$ cat src/rtl/client_tx_pkg.sv
// Shared definitions for the client transmit arbiter.
//   state_t  : arbiter FSM states (IDLE, REQ, XFER, ZACK)
//   JUMBO_DW : default frame-length width (14 jumbo, 11 traditional Ethernet)
//   DATA_W   : payload byte width of the client protocol
package client_tx_pkg;

   localparam int unsigned JUMBO_DW = 14;
   localparam int unsigned DATA_W   = 8;

   typedef enum logic [1:0] {
      ST_IDLE = 2'd0,
      ST_REQ  = 2'd1,
      ST_XFER = 2'd2,
      ST_ZACK = 2'd3
   } state_t;

endpackage

$ cat src/rtl/client_tx_arb_if.sv
// Client-side and MAC-side signal bundle of the transmit arbiter.
//   cl_req/cl_length/cl_data : per-client request, frame length, payload byte
//   cl_ack/cl_strobe         : per-client ack and data strobe (one-hot or zero)
//   tx_req/tx_length/tx_data : request, latched length and muxed byte to the MAC
//   tx_ack/tx_strobe         : MAC accept and byte strobe
//   grant_id/busy            : current/last grant index, arbiter not idle
// Modports: master = arbiter side, slave = clients + MAC side.
interface client_tx_arb_if #(
   parameter int unsigned n_clients = 4,
   parameter int unsigned jumbo_dw  = client_tx_pkg::JUMBO_DW,
   parameter int unsigned idx_w     = 3
);

   logic [n_clients-1:0]                         cl_req;
   logic [n_clients*jumbo_dw-1:0]                cl_length;
   logic [n_clients*client_tx_pkg::DATA_W-1:0]   cl_data;
   logic [n_clients-1:0]                         cl_ack;
   logic [n_clients-1:0]                         cl_strobe;
   logic                                         tx_req;
   logic [jumbo_dw-1:0]                          tx_length;
   logic                                         tx_ack;
   logic                                         tx_strobe;
   logic [client_tx_pkg::DATA_W-1:0]             tx_data;
   logic [idx_w-1:0]                             grant_id;
   logic                                         busy;

   modport master (
      input  cl_req, cl_length, cl_data, tx_ack, tx_strobe,
      output cl_ack, cl_strobe, tx_req, tx_length, tx_data, grant_id, busy
   );

   modport slave (
      output cl_req, cl_length, cl_data, tx_ack, tx_strobe,
      input  cl_ack, cl_strobe, tx_req, tx_length, tx_data, grant_id, busy
   );

endinterface

$ cat src/rtl/rr_pick.sv
// Round-robin pick: the first set bit of req_i searching upward from
// ptr_i+1, wrapping modulo n.
//   req_i   : request vector
//   ptr_i   : index of the last served requester
//   valid_o : any request present
//   idx_o   : winning index (0 when valid_o=0)
module rr_pick #(
   parameter int unsigned n     = 4,
   parameter int unsigned idx_w = 2
) (
   input  logic [n-1:0]     req_i,
   input  logic [idx_w-1:0] ptr_i,
   output logic             valid_o,
   output logic [idx_w-1:0] idx_o
);

   logic [n-1:0] rot;
   int unsigned  start;

   always_comb begin
      start   = (32'(ptr_i) + 32'd1) % n;
      // rot[k] is the request of client (start+k) mod n
      rot     = n'({req_i, req_i} >> start);
      valid_o = |rot;
      idx_o   = '0;
      // descending scan so the lowest rotated position is assigned last
      for (int unsigned k = n; k > 0; k--) begin
         if (rot[k-1]) idx_o = idx_w'((start + k - 1) % n);
      end
   end

endmodule

$ cat src/rtl/client_tx_arb.sv
// Round-robin arbiter sharing one Ethernet transmit port among n_clients
// clients. Latches the winner's length, drives tx_req, routes ack/strobe to
// the winner only and muxes the winner's payload byte onto tx_data.
//   clk   : system clock
//   rst_n : asynchronous active-low reset
//   bus   : client/MAC signal bundle (master side)
// A stall of 2^wdog_w-1 cycles in REQ/XFER aborts the grant.
module client_tx_arb #(
   parameter int unsigned jumbo_dw  = client_tx_pkg::JUMBO_DW,
   parameter int unsigned n_clients = 4,
   parameter int unsigned idx_w     = 3,
   parameter int unsigned wdog_w    = 16
) (
   input  logic            clk,
   input  logic            rst_n,
   client_tx_arb_if.master bus
);

   import client_tx_pkg::*;

   state_t               state_q, state_d;
   logic [idx_w-1:0]     grant_q, grant_d;
   logic [idx_w-1:0]     rr_q, rr_d;
   logic [jumbo_dw-1:0]  len_q, len_d;
   logic                 txreq_q, txreq_d;
   logic                 seen_q, seen_d;
   logic [wdog_w-1:0]    wdog_q, wdog_d, wdog_inc;
   logic                 stall;

   logic                 pick_valid;
   logic [idx_w-1:0]     pick_idx;
   logic [jumbo_dw-1:0]  pick_len;
   logic [n_clients-1:0] grant_oh;
   logic [n_clients-1:0] ack, strobe;
   logic [DATA_W-1:0]    data_sel, data_o;

   rr_pick #(
      .n     (n_clients),
      .idx_w (idx_w)
   ) u_pick (
      .req_i   (bus.cl_req),
      .ptr_i   (rr_q),
      .valid_o (pick_valid),
      .idx_o   (pick_idx)
   );

   assign pick_len = bus.cl_length[32'(pick_idx)*jumbo_dw +: jumbo_dw];
   assign data_sel = bus.cl_data[32'(grant_q)*DATA_W +: DATA_W];
   assign grant_oh = n_clients'(1) << grant_q;
   assign wdog_inc = wdog_q + 1'b1;

   always_comb begin
      state_d = state_q;
      grant_d = grant_q;
      rr_d    = rr_q;
      len_d   = len_q;
      txreq_d = txreq_q;
      seen_d  = seen_q;
      wdog_d  = '0;
      stall   = 1'b0;
      ack     = '0;
      strobe  = '0;
      data_o  = '0;

      case (state_q)
         ST_IDLE: begin
            if (pick_valid) begin
               grant_d = pick_idx;
               len_d   = pick_len;
               if (pick_len != '0) begin
                  txreq_d = 1'b1;
                  state_d = ST_REQ;
               end else begin
                  state_d = ST_ZACK;
               end
            end
         end
         ST_ZACK: begin
            ack     = grant_oh;
            rr_d    = grant_q;
            state_d = ST_IDLE;
         end
         ST_REQ: begin
            if (bus.tx_ack) begin
               ack     = grant_oh;
               txreq_d = 1'b0;
               seen_d  = 1'b0;
               state_d = ST_XFER;
            end else begin
               stall = !bus.tx_strobe;
            end
         end
         ST_XFER: begin
            if (bus.tx_strobe) begin
               strobe = grant_oh;
               data_o = data_sel;
               seen_d = 1'b1;
            end else if (seen_q) begin
               rr_d    = grant_q;
               len_d   = '0;
               state_d = ST_IDLE;
            end else begin
               stall = 1'b1;
            end
         end
         default: state_d = ST_IDLE;
      endcase

      // A stall cycle is one without strobe and without state change; the
      // counter otherwise stays cleared. Reaching all-ones drops the grant and
      // advances the pointer so the stalled client loses its turn.
      if (stall) begin
         if (wdog_inc == '1) begin
            state_d = ST_IDLE;
            txreq_d = 1'b0;
            len_d   = '0;
            rr_d    = grant_q;
         end else begin
            wdog_d = wdog_inc;
         end
      end
   end

   always_ff @(posedge clk or negedge rst_n) begin
      if (!rst_n) begin
         state_q <= ST_IDLE;
         grant_q <= '0;
         rr_q    <= idx_w'(n_clients - 1);
         len_q   <= '0;
         txreq_q <= 1'b0;
         seen_q  <= 1'b0;
         wdog_q  <= '0;
      end else begin
         state_q <= state_d;
         grant_q <= grant_d;
         rr_q    <= rr_d;
         len_q   <= len_d;
         txreq_q <= txreq_d;
         seen_q  <= seen_d;
         wdog_q  <= wdog_d;
      end
   end

   assign bus.cl_ack    = ack;
   assign bus.cl_strobe = strobe;
   assign bus.tx_req    = txreq_q;
   assign bus.tx_length = len_q;
   assign bus.tx_data   = data_o;
   assign bus.grant_id  = grant_q;
   assign bus.busy      = (state_q != ST_IDLE);

endmodule
$ cat src/flat_wrapper.sv
// flat-port wrapper written by rule: the top's interface ports become plain ports
module client_tx_arb_flat import client_tx_pkg::*;
#(
   parameter int unsigned jumbo_dw  = client_tx_pkg::JUMBO_DW,
   parameter int unsigned n_clients = 4,
   parameter int unsigned idx_w     = 3,
   parameter int unsigned wdog_w    = 16
)
  (clk, rst_n, bus_cl_req, bus_cl_length, bus_cl_data, bus_tx_ack, bus_tx_strobe, bus_cl_ack, bus_cl_strobe, bus_tx_req, bus_tx_length, bus_tx_data, bus_grant_id, bus_busy);
  client_tx_arb_if #(.n_clients(n_clients), .jumbo_dw(jumbo_dw), .idx_w(idx_w)) bus_i ();
  input  logic clk;
  input  logic rst_n;
  input wire logic [$bits(bus_i.cl_req)-1:0] bus_cl_req;
  input wire logic [$bits(bus_i.cl_length)-1:0] bus_cl_length;
  input wire logic [$bits(bus_i.cl_data)-1:0] bus_cl_data;
  input wire logic [$bits(bus_i.tx_ack)-1:0] bus_tx_ack;
  input wire logic [$bits(bus_i.tx_strobe)-1:0] bus_tx_strobe;
  output wire logic [$bits(bus_i.cl_ack)-1:0] bus_cl_ack;
  output wire logic [$bits(bus_i.cl_strobe)-1:0] bus_cl_strobe;
  output wire logic [$bits(bus_i.tx_req)-1:0] bus_tx_req;
  output wire logic [$bits(bus_i.tx_length)-1:0] bus_tx_length;
  output wire logic [$bits(bus_i.tx_data)-1:0] bus_tx_data;
  output wire logic [$bits(bus_i.grant_id)-1:0] bus_grant_id;
  output wire logic [$bits(bus_i.busy)-1:0] bus_busy;
  assign bus_i.cl_req = bus_cl_req;
  assign bus_i.cl_length = bus_cl_length;
  assign bus_i.cl_data = bus_cl_data;
  assign bus_i.tx_ack = bus_tx_ack;
  assign bus_i.tx_strobe = bus_tx_strobe;
  assign bus_cl_ack = bus_i.cl_ack;
  assign bus_cl_strobe = bus_i.cl_strobe;
  assign bus_tx_req = bus_i.tx_req;
  assign bus_tx_length = bus_i.tx_length;
  assign bus_tx_data = bus_i.tx_data;
  assign bus_grant_id = bus_i.grant_id;
  assign bus_busy = bus_i.busy;
  client_tx_arb #(.jumbo_dw(jumbo_dw), .n_clients(n_clients), .idx_w(idx_w), .wdog_w(wdog_w)) u_core (.clk(clk), .rst_n(rst_n), .bus(bus_i));
endmodule
$ cat config.mk
export PLATFORM = sky130hd
export DESIGN_NAME = client_tx_arb_flat
export DESIGN_NICKNAME = d
export VERILOG_FILES = /design/src/rtl/client_tx_pkg.sv /design/src/rtl/client_tx_arb_if.sv /design/src/rtl/rr_pick.sv /design/src/rtl/client_tx_arb.sv /design/src/flat_wrapper.sv
export SDC_FILE = /design/constraint.sdc
export NUM_CORES = 1
export LEC_CHECK = 0
export CAP_MARGIN = 20
export CORE_UTILIZATION = 35
export DETAILED_ROUTE_END_ITERATION = 7
export GPL_TIMING_DRIVEN = 0
export HOLD_SLACK_MARGIN = 0.15
export PLACE_DENSITY = 0.77
export SLEW_MARGIN = 20
export SYNTH_ARGS = -nofsm -noshare
export SYNTH_HDL_FRONTEND = slang
export SYNTH_SLANG_ARGS = --single-unit
$ cat constraint.sdc
create_clock -name clk -period 4.12 [get_ports clk]
set_input_delay 1.03 -clock clk [delete_from_list [all_inputs] [get_ports clk]]
set_output_delay 1.03 -clock clk [all_outputs]
set_load 0.1 [all_outputs]
; ---- Word level (Yosys, flattened, before mapping)
; Cells that the tools add are included.
; W data, S select, Z words.
[word_totals]
reg_bits = 40
romBits = 0
in_bits = 96
latchBits = 0
wordCells = 80
ram_bits = 0
n_memories = 0
output_inout_bits = 35
[op_classes]
n_mul = 1
n_reduce_logical = 8
bitwise_logic = 0
order_cmp = 0
div = 0
n_shift = 4
add_sub_neg = 10
n_eq_ne = 6
mux = 44
[op_table]
columns = operator, count
row1 = $mux W14, 5
row2 = $shiftx A56 B8 Y14, 1
row3 = $mux W16, 2
row4 = $shiftx A32 B7 Y8, 1
row5 = $pmux W14 S2, 1
row6 = $mux W3, 7
row7 = $add A16 B1 Y16 const B, 1
row8 = $eq A16 B16 Y1 const B, 1
row9 = $mux W2, 8
row10 = $mux W8, 2
row11 = $reduce_bool A14 Y1, 1
row12 = $mux W4, 3
row13 = $mux W1, 10
row14 = $pmux W2 S4, 1
row15 = $pmux W4 S2, 1
row16 = $shr A8 B2 Y4, 1
row17 = $sub A2 B1 Y2 const B, 4
row18 = $add A2 B1 Y2 const B, 3
row19 = $mul A3 B3 Y6 const B, 1
row20 = $pmux W1 S2, 3
row21 = $pmux W3 S2, 1
row22 = $add A2 B2 Y2 const B, 2
row23 = $eq A2 B2 Y1 const B, 2
row24 = $ne A2 B2 Y1 const B, 2
row25 = other kinds (8), 9

; ---- Logic depth before layout (Yosys ltp)
; Gate-level depths: netlist of run 1.
[logic_depth]
word_depth = 15
ltp_mapped = 10
mapped_depth_nobuf = 8

; ---- Modules after synthesis
; From an unflattened synthesis of run 1, not the netlist that was laid out.
[hier_totals]
cells_unflattened = 272
hier_area_um2 = 2777.7
[by_module_without_submodules]
columns = module, cells_each, n_inst, area_per_inst_um2, seq_area_each_um2
row1 = client_tx_arb, 256, 1, 2670.1, 1003.5
row2 = rr_pick, 16, 1, 107.6, 0.0

; ---- Worst setup path before layout of run 1
; Ideal clock, no wire load.
[synth_timing]
kind = input to output
start = in bus_tx_strobe
end = out bus_cl_strobe[0]
t_arrival_ps = 3359
required_ps = 3090
path_stages = 3
path_buffers = 1
path_slack_ps = -269
cell_sequence = nand2_1 clkbuf_1 nor3_1
[synth_via]
elab_chain_cells = 2
[synth_rtl]
columns = element, line_no
row1 = start: declaration, flat_wrapper.sv:17  ; input wire logic [$bits(bus_i.tx_strobe)-1:0] bus_tx_strobe;
row2 = $mux W4, client_tx_arb.sv:94  ; if (bus.tx_strobe) begin
row3 = $mux W4, client_tx_arb.sv:65  ; case (state_q)
row4 = end: declaration, flat_wrapper.sv:19  ; output wire logic [$bits(bus_i.cl_strobe)-1:0] bus_cl_strobe;
; No other way between the ends.

; ---- Worst setup path in the final report of run 1
[layout_timing]
start = in bus_cl_data[24]
end = out bus_tx_data[0]
[layout_via]
elab_chain_cells = 3
[layout_rtl]
columns = element, line_no
row1 = start: declaration, flat_wrapper.sv:15  ; input wire logic [$bits(bus_i.cl_data)-1:0] bus_cl_data;
row2 = $shiftx A32 B7 Y8, client_tx_arb.sv:48  ; assign data_sel = bus.cl_data[32'(grant_q)*DATA_W +: DATA_W];
row3 = $mux W8, client_tx_arb.sv:94
row4 = $mux W8, client_tx_arb.sv:65
row5 = end: declaration, flat_wrapper.sv:22  ; output wire logic [$bits(bus_i.tx_data)-1:0] bus_tx_data;
; No other way between the ends.

==> flow_metrics.env, run 1 <==
export IMPL_yosysTopAreaCellShare_pct=27.3
export IMPL_final_util_pct=53.1
export IMPL_synth_ff_type="dfrtp_1"
export IMPL_ctsHtreeMaxLevel=2
export IMPL_cp_arrival_ps=3000
export IMPL_worstPathMaxFanout=1
export IMPL_yosys_area_share_simple_pct=19.5
export IMPL_firstDrtPassIters=5
export IMPL_syn_avg_cell_area_sq_um=8.45
export IMPL_initial_core_util_pct=35.9
export IMPL_worstSkewPairLatency_ps=290
export IMPL_drv_cap=0
export IMPL_synthTopCellsByArea="dfrtp_1 (27%), a311oi_1 (6.4%), mux4_2 (5.5%)"
export IMPL_skew_ps=10.8
export IMPL_synth_edff_count=0
export IMPL_yosysTopAreaCell="dfrtp_1"
export IMPL_crit_type="in2out"
export IMPL_drive_above_1_share_pct=11.2
export IMPL_grt_pass1_vias=3526
export IMPL_core_area_sq_um=9200
export IMPL_fin_cells=640
export IMPL_die_y_microns=99.2
export IMPL_dpl_worst_slack_ps=-265
export IMPL_synth_area_mux_share_pct=7.57
export IMPL_rsz0062_at_grt="false"
export IMPL_postSynthCellCount=391
export IMPL_cts_buffers=5
export IMPL_maxSlewHeadroom_pct=32.1
export IMPL_tightest_slew_ps=1010
export IMPL_fillers=857
export IMPL_antenna_found_initial=0
export IMPL_async_flop_share_pct=100
export IMPL_grt_usage_pct=20.8
export IMPL_period_needed_ps=4030
export IMPL_n_antenna_cell=0
export IMPL_synth_compound_area_share_pct=29.9
export IMPL_rows=35
export IMPL_slew_viol_final=0
export IMPL_syn_to_final_growth_pct=47.8
export IMPL_ioPinCount=131
export IMPL_setup_ws_ps=87.4
export IMPL_yosysSeqAreaShare_pct=28.9
export IMPL_min_period_over_period_pct=97.9
export IMPL_finalSetupTns_ps=0
export IMPL_p_per_area_nw_per_um2=664
export IMPL_leakagePower_uw=0.00194
export IMPL_clock_path_buffers=2
export IMPL_ys_types=56
export IMPL_ys_ff_latch=38
export IMPL_grt_pass1_wl_mm=16.6
export IMPL_place_inst=632
export IMPL_drc=0
export IMPL_postCtsSetupBuffers=0
export IMPL_yosys_warnings=0
export IMPL_vias_per_cell=5.73
export IMPL_clk_pin_slew_ps=80
export IMPL_dp_hpwl_mm=8.32
export IMPL_synth_top_family_by_area="compound AO/OA/AOI/OAI gates"
export IMPL_synth_area_sq_um=3300
export IMPL_hold_viol=0
export IMPL_worstSetupEndpointType="primary output"
export IMPL_netlist_top_cells_count="nor2_1 (37), dfrtp_1 (36), inv_1 (34), nand2_1 (28), a311oi_1 (24)"
export IMPL_wl_per_cell_microns=16.3
export IMPL_startpoint_type="primary input"
export IMPL_setup_viol=0
export IMPL_cts_tree="built"
export IMPL_synth_most_common_cell="nor2_1"
export IMPL_fmax_mhz=248
export IMPL_grt_max_degree=25
export IMPL_synth_xor_area_share_pct=3.18
export IMPL_worstPathRequired_ps=3090
export IMPL_ir_worst_vdd_mv=0.872
export IMPL_dieArea_sq_um=9830
export IMPL_synth_nets=493
export IMPL_fin_hold_ws_ps=547
export IMPL_hold_path_class="reg2reg"
export IMPL_drtIter0Drc=189
export IMPL_outcome="finished clean"
export IMPL_nets=630
export IMPL_antenna_left=0
export IMPL_fp_dieW_microns=99.2
export IMPL_gr_total_overflow=0
export IMPL_synthAdderAreaFrac_pct=2.27
export IMPL_routed_wl_mm=10.4
export IMPL_root_buffer="clkbuf_8"
export IMPL_cts_sinks=38
export IMPL_portBuffers=129
export IMPL_vias=3669
export IMPL_place_gp_congestion=0.890
==> power breakdown <==
| group | switching [uW] | total (uW) | internal [uW] |
|---|---|---|---|
| logic | 1550 | 2250 | 703 |
| clock network | 136 | 394 | 258 |
| registers | 105 | 598 | 493 |
==> cells by family (layout without fill, tap and decap cells) <==
kind of cell / after synthesis / count (layout)
xor+xnor: 12 / 12
mux: 15 / 15
flops: 38 / 38
simple gates: 128 / 128
compound gates: 125 / 125
other cells: 1 / 1
buf+inv: 66 / 204
fa+ha+maj: 6 / 6
==> layer usage <==
metal	part of all wire, %	global-route usage [%]	vias up
met5	0	0	-
met4	1.8	7.01	0
met3	7.6	4.43	13
met2	49	36.4	148
met1	42	25.6	1771
li1	-	-	1737
==> what timing repair did <==
item,in CTS,in global routing
endpoints found under the hold margin,0,0
hold buffers,0,0
setup endpoints to repair,10,12
gates resized for setup,10,21
==> worst max-delay path: stages <==
cell             delay [ps]
clkdlybuf4s50_1         410
mux4_2                  450
nor2b_1                 140
clkdlybuf4s50_1         970
==> registers in the layout (all words and copies together) (netlist names) <==
signal                flops
u_core.wdog_q            16
u_core.bus.tx_req         1
u_core.seen_q             1
u_core.bus.tx_length     14
u_core.bus.grant_id       2
u_core.state_q            2
u_core.rr_q               2
==> per-stage QoR <==
stage | total power [uW] | area [sq um]
3_3_place_gp | 2810 | 4760
3_5_place_dp | 2850 | 4780
4_1_cts | 3250 | 4910
2_1_floorplan | 2280 | 3330
5_1_grt | 3410 | 4880
6_report | 3240 | 4880
==> cell type report <==
type / instances / area, sq um / share of cell area (%)
buffer: 32 / 159 / 3.25
clock buffer: 6 / 82.6 / 1.69
clock inverter: 2 / 60.1 / 1.23
inverter: 34 / 128 / 2.61
multi-input combinational: 287 / 2090 / 42.7
sequential: 38 / 953 / 19.5
tap: 111 / 139 / 2.84
timing repair buffer: 130 / 1270 / 26.1
==> path summary, 6_finish.rpt <==
path,startpoint,depth (start not counted),slack (ps),to
min in group asynchronous,rst_n,1,660,u_core.wdog_q[6]$_DFF_PN0_
hold / removal,u_core.rr_q[0]$_DFF_PN1_,2,550,u_core.rr_q[0]$_DFF_PN1_
hold reg to reg,u_core.rr_q[0]$_DFF_PN1_,2,550,u_core.rr_q[0]$_DFF_PN1_
max in group asynchronous,rst_n,2,3010,u_core.wdog_q[14]$_DFF_PN0_
setup reg to reg,u_core.rr_q[1]$_DFF_PN1_,8,1150,u_core.bus.tx_req$_DFF_PN0_
setup / recovery,bus_cl_data[24],4,90,bus_tx_data[0]
==> placed cells by master, fill, tap and decap left out, drive strengths merged, types with 5 or more instances in the layout <==
master	netlist	layout
clkdlybuf4s50	0	115
nor2	37	37
clkbuf	22	37
dfrtp	36	36
inv	34	34
nand2	28	28
a311oi	24	24
a21oi	18	18
o21ai	15	15
a2111oi	14	14
nor3	12	12
buf	10	12
a221oi	11	11
nor2b	11	11
and2	9	9
nand3	8	8
mux4	8	8
nand2b	7	7
o31ai	7	7
mux2i	7	7
a22oi	7	7
xnor2	6	6
xor2	6	6
o22ai	6	6
ha	6	6
a211oi	5	5
Note: power is estimated with default switching activity, not from simulation.
==> inputs of run 2 (changes only) <==
--- a/config.mk
+++ b/config.mk
@@ -8,10 +8,13 @@
 export CAP_MARGIN = 20
 export CORE_UTILIZATION = 35
 export DETAILED_ROUTE_END_ITERATION = 7
+export GPL_ROUTABILITY_DRIVEN = 0
 export GPL_TIMING_DRIVEN = 0
 export HOLD_SLACK_MARGIN = 0.15
-export PLACE_DENSITY = 0.77
+export PLACE_DENSITY = 0.8
 export SLEW_MARGIN = 20
 export SYNTH_ARGS = -nofsm -noshare
 export SYNTH_HDL_FRONTEND = slang
+export SYNTH_HIERARCHICAL = 1
 export SYNTH_SLANG_ARGS = --single-unit
+export TNS_END_PERCENT = 30
==> run 2 against run 1 <==
Compared with the run above: cell count fell by 21%; sequential share of layout area up 3.7 points; routed wire length is 26% lower; largest cell class unchanged; register-to-register slack worse by 180 ps; final area down 14%; fmax is 0.76% lower; highest routed layer unchanged; clock skew down 2.0 ps; via count is 27% lower; first-iteration DRC count fell by 36%; sequential cell count is 1 higher; synthesized cell count decreased by 32%; critical path type unchanged.
==> flow_metrics.env, run 2 <==
export IMPL_drive_above_1_share_pct=16.0
export IMPL_firstDrtPassIters=4
export IMPL_multi_input_area_sq_um=1620
export IMPL_crit_type="in2out"
export IMPL_vias=2665
export IMPL_layout_common_cells="clkdlybuf4s50_1 (113), nor2_1 (43), dfrtp_1 (37), mux4_2 (22)"
export IMPL_cts_tree="built"
export IMPL_largest_register_ffs=16
export IMPL_startpoint="bus_tx_ack"
export IMPL_cts_buffers=5
export IMPL_grt_usage_pct=19.4
export IMPL_seqCellArea_sq_um=978
export IMPL_cp_arrival_ps=3030
export IMPL_root_buffer="clkbuf_8"
export IMPL_worstPathRequired_ps=3090
export IMPL_synth_area_sq_um=2720
export IMPL_fmax_mhz=246
export IMPL_initial_core_util_pct=36.9
export IMPL_worst_path_buf_inv=2
export IMPL_ctsHtreeMaxLevel=2
export IMPL_tightest_slew_ps=993
export IMPL_yosys_warnings=6
export IMPL_min_period_over_period_pct=98.6
export IMPL_ir_worst_vdd_mv=0.309
export IMPL_grt_pass1_wl_mm=12.9
export IMPL_nets=506
export IMPL_wl_per_cell_microns=15.4
export IMPL_r2r_start="u_core/rr_q[0]$_DFF_PN1_"
export IMPL_cts_sinks=39
export IMPL_postSynthCellCount=266
export IMPL_syn_avg_cell_area_sq_um=10.2
export IMPL_vias_per_cell=5.29
export IMPL_syn_to_final_growth_pct=55.0
export IMPL_portBuffers=130
export IMPL_dp_hpwl_mm=6.12
export IMPL_antenna_found_initial=0
export IMPL_die_y_microns=90.2
export IMPL_n_antenna_cell=0
export IMPL_reg2reg_to="u_core/state_q[1]$_DFF_PN0_"
export IMPL_endpoint="bus_cl_ack[0]"
export IMPL_period_needed_ps=4060
export IMPL_maxSlewHeadroom_pct=33.6
export IMPL_drc=0
export IMPL_postCtsSetupBuffers=0
export IMPL_fin_cells=504
export IMPL_hold_path_class="reg2reg"
export IMPL_drtIter0Drc=121
export IMPL_postPlaceCellArea_sq_um=4160
export IMPL_dieArea_sq_um=8130
export IMPL_rsz0062_at_grt="true"
export IMPL_worstSetupEndpointType="primary output"
export IMPL_startpoint_type="primary input"
export IMPL_clock_path_buffers=2
export IMPL_fillers=622
export IMPL_finalSetupTns_ps=0
export IMPL_grt_pass1_vias=2743
export IMPL_hold_path_depth=2
export IMPL_core_area_sq_um=7370
export IMPL_crit_path_cell_trace="clkdlybuf4s50_1, a21oi_1, or2_2, nor3_1, dlygate4sd2_1"
export IMPL_worstPathMaxFanout=5
export IMPL_setup_viol=0
export IMPL_worstSkewPairLatency_ps=300
export IMPL_routed_wl_mm=7.74
export IMPL_cp_depth=5
export IMPL_synth_nets=368
export IMPL_rows=31
export IMPL_gr_total_overflow=0
export IMPL_antenna_left=0
export IMPL_regMostFlops="u_core/wdog_q"
export IMPL_fp_dieW_microns=90.2
export IMPL_place_inst=496
export IMPL_outcome="finished clean"
export IMPL_stdcell_area_sq_um=4220
export IMPL_drv_cap=0
export IMPL_ioPinCount=131
export IMPL_critPathSlowestCell="dlygate4sd2_1"
export IMPL_critPathMaxStageDelay_ps=870
export IMPL_setup_reg_to_reg_worst_slack_ps=970
export IMPL_final_common_cell="clkdlybuf4s50_1"
export IMPL_hold_viol=0
export IMPL_grt_max_degree=34
export IMPL_critPathTopFamily="buffers and inverters"
export IMPL_clk_pin_slew_ps=80
export IMPL_slew_viol_final=0
export IMPL_worstRegToRegCells=10
export IMPL_skew_ps=8.83
export IMPL_p_per_area_nw_per_um2=621
export IMPL_leakagePower_uw=0.00167
[run 2: cell types whose count changed in the layout (fill, tap and decap cells not counted), sizes merged, moves of 14 or more]
| cell | delta |
|---|---|
| a311oi | -24 |
| inv | -24 |
| clkbuf | -16 |
| a2111oi | -14 |
| mux4 | +14 |
| nand2 | -14 |
[run 2: worst min path at each step]
stage                                        from                                 end  slack [ps]
6_report       u_core/bus.tx_length[10]$_DFF_PN0_  u_core/bus.tx_length[10]$_DFF_PN0_         550
5_1_grt                                     rst_n  u_core/bus.grant_id[2]$_DFFE_PN0P_         560
4_1_cts        u_core/bus.tx_length[12]$_DFF_PN0_  u_core/bus.tx_length[12]$_DFF_PN0_         550
3_5_place_dp   u_core/bus.tx_length[12]$_DFF_PN0_  u_core/bus.tx_length[12]$_DFF_PN0_         520
3_3_place_gp   u_core/bus.tx_length[12]$_DFF_PN0_  u_core/bus.tx_length[12]$_DFF_PN0_         510
2_1_floorplan          u_core/wdog_q[0]$_DFF_PN0_          u_core/wdog_q[0]$_DFF_PN0_         490
[run 2: where the power goes]
group | switching, uW | internal, uW | total (uW)
sequential | 77.4 | 486 | 563
combinational | 1180 | 610 | 1790
clock | 143 | 118 | 261
[run 2: per-stage QoR]
stage	setup WS [ps]	power, uW	util [%]	hold WS [ps]
2_1_floorplan	-346	1900	-	492
5_1_grt	-77.0	2750	57.2	558
4_1_cts	20.6	2620	57.5	547
6_report	56.7	2620	57.2	549
3_5_place_dp	-616	2370	56.5	524
3_3_place_gp	-571	2330	56.2	513
[run 2: repair_timing]
| item | in CTS | in global routing |
|---|---|---|
| setup endpoints to repair | 17 | 12 |
| hold buffers | 0 | 0 |
| gates cloned | 0 | 0 |
| gates resized for setup | 22 | 22 |
[run 2: per-layer routing]
metal  vias up  share of wire (%)  global-route usage [%]  wire length, microns
li1       1249                  -                       -                     -
met1      1274                 40                    22.1                  3080
met2       130                 52                    35.9                  4000
met3        12                6.9                    4.31                   531
met4         0                1.7                    6.18                   129
met5         -                  0                       0                     0
[run 2: layout make-up]
cell class,instances,share of cell area (%)
clock inverters,3,0.475
inverters,10,0.890
flip-flops and latches,39,23.2
repair buffers,131,30.1
multi-input cells,199,38.4
plain buffers,18,2.43
clock buffers,5,1.63
well taps,99,2.94
[run 2: worst min-delay path: cells and delay by family, from the launching register on]
| family | cells | cell delay [ps] |
|---|---|---|
| flops | 1 | 350 |
| simple gates | 1 | 80 |
| compound gates | 1 | 80 |
==> inputs of run 3 (changes only) <==
--- a/config.mk
+++ b/config.mk
@@ -7,6 +7,7 @@
 export LEC_CHECK = 0
 export CAP_MARGIN = 20
 export CORE_UTILIZATION = 35
+export CTS_BUF_LIST = sky130_fd_sc_hd__clkbuf_8
 export DETAILED_ROUTE_END_ITERATION = 7
 export GPL_ROUTABILITY_DRIVEN = 0
 export GPL_TIMING_DRIVEN = 0
==> results of run 3 <==
Final layout, timing and power as in run 2 (identical DEF).
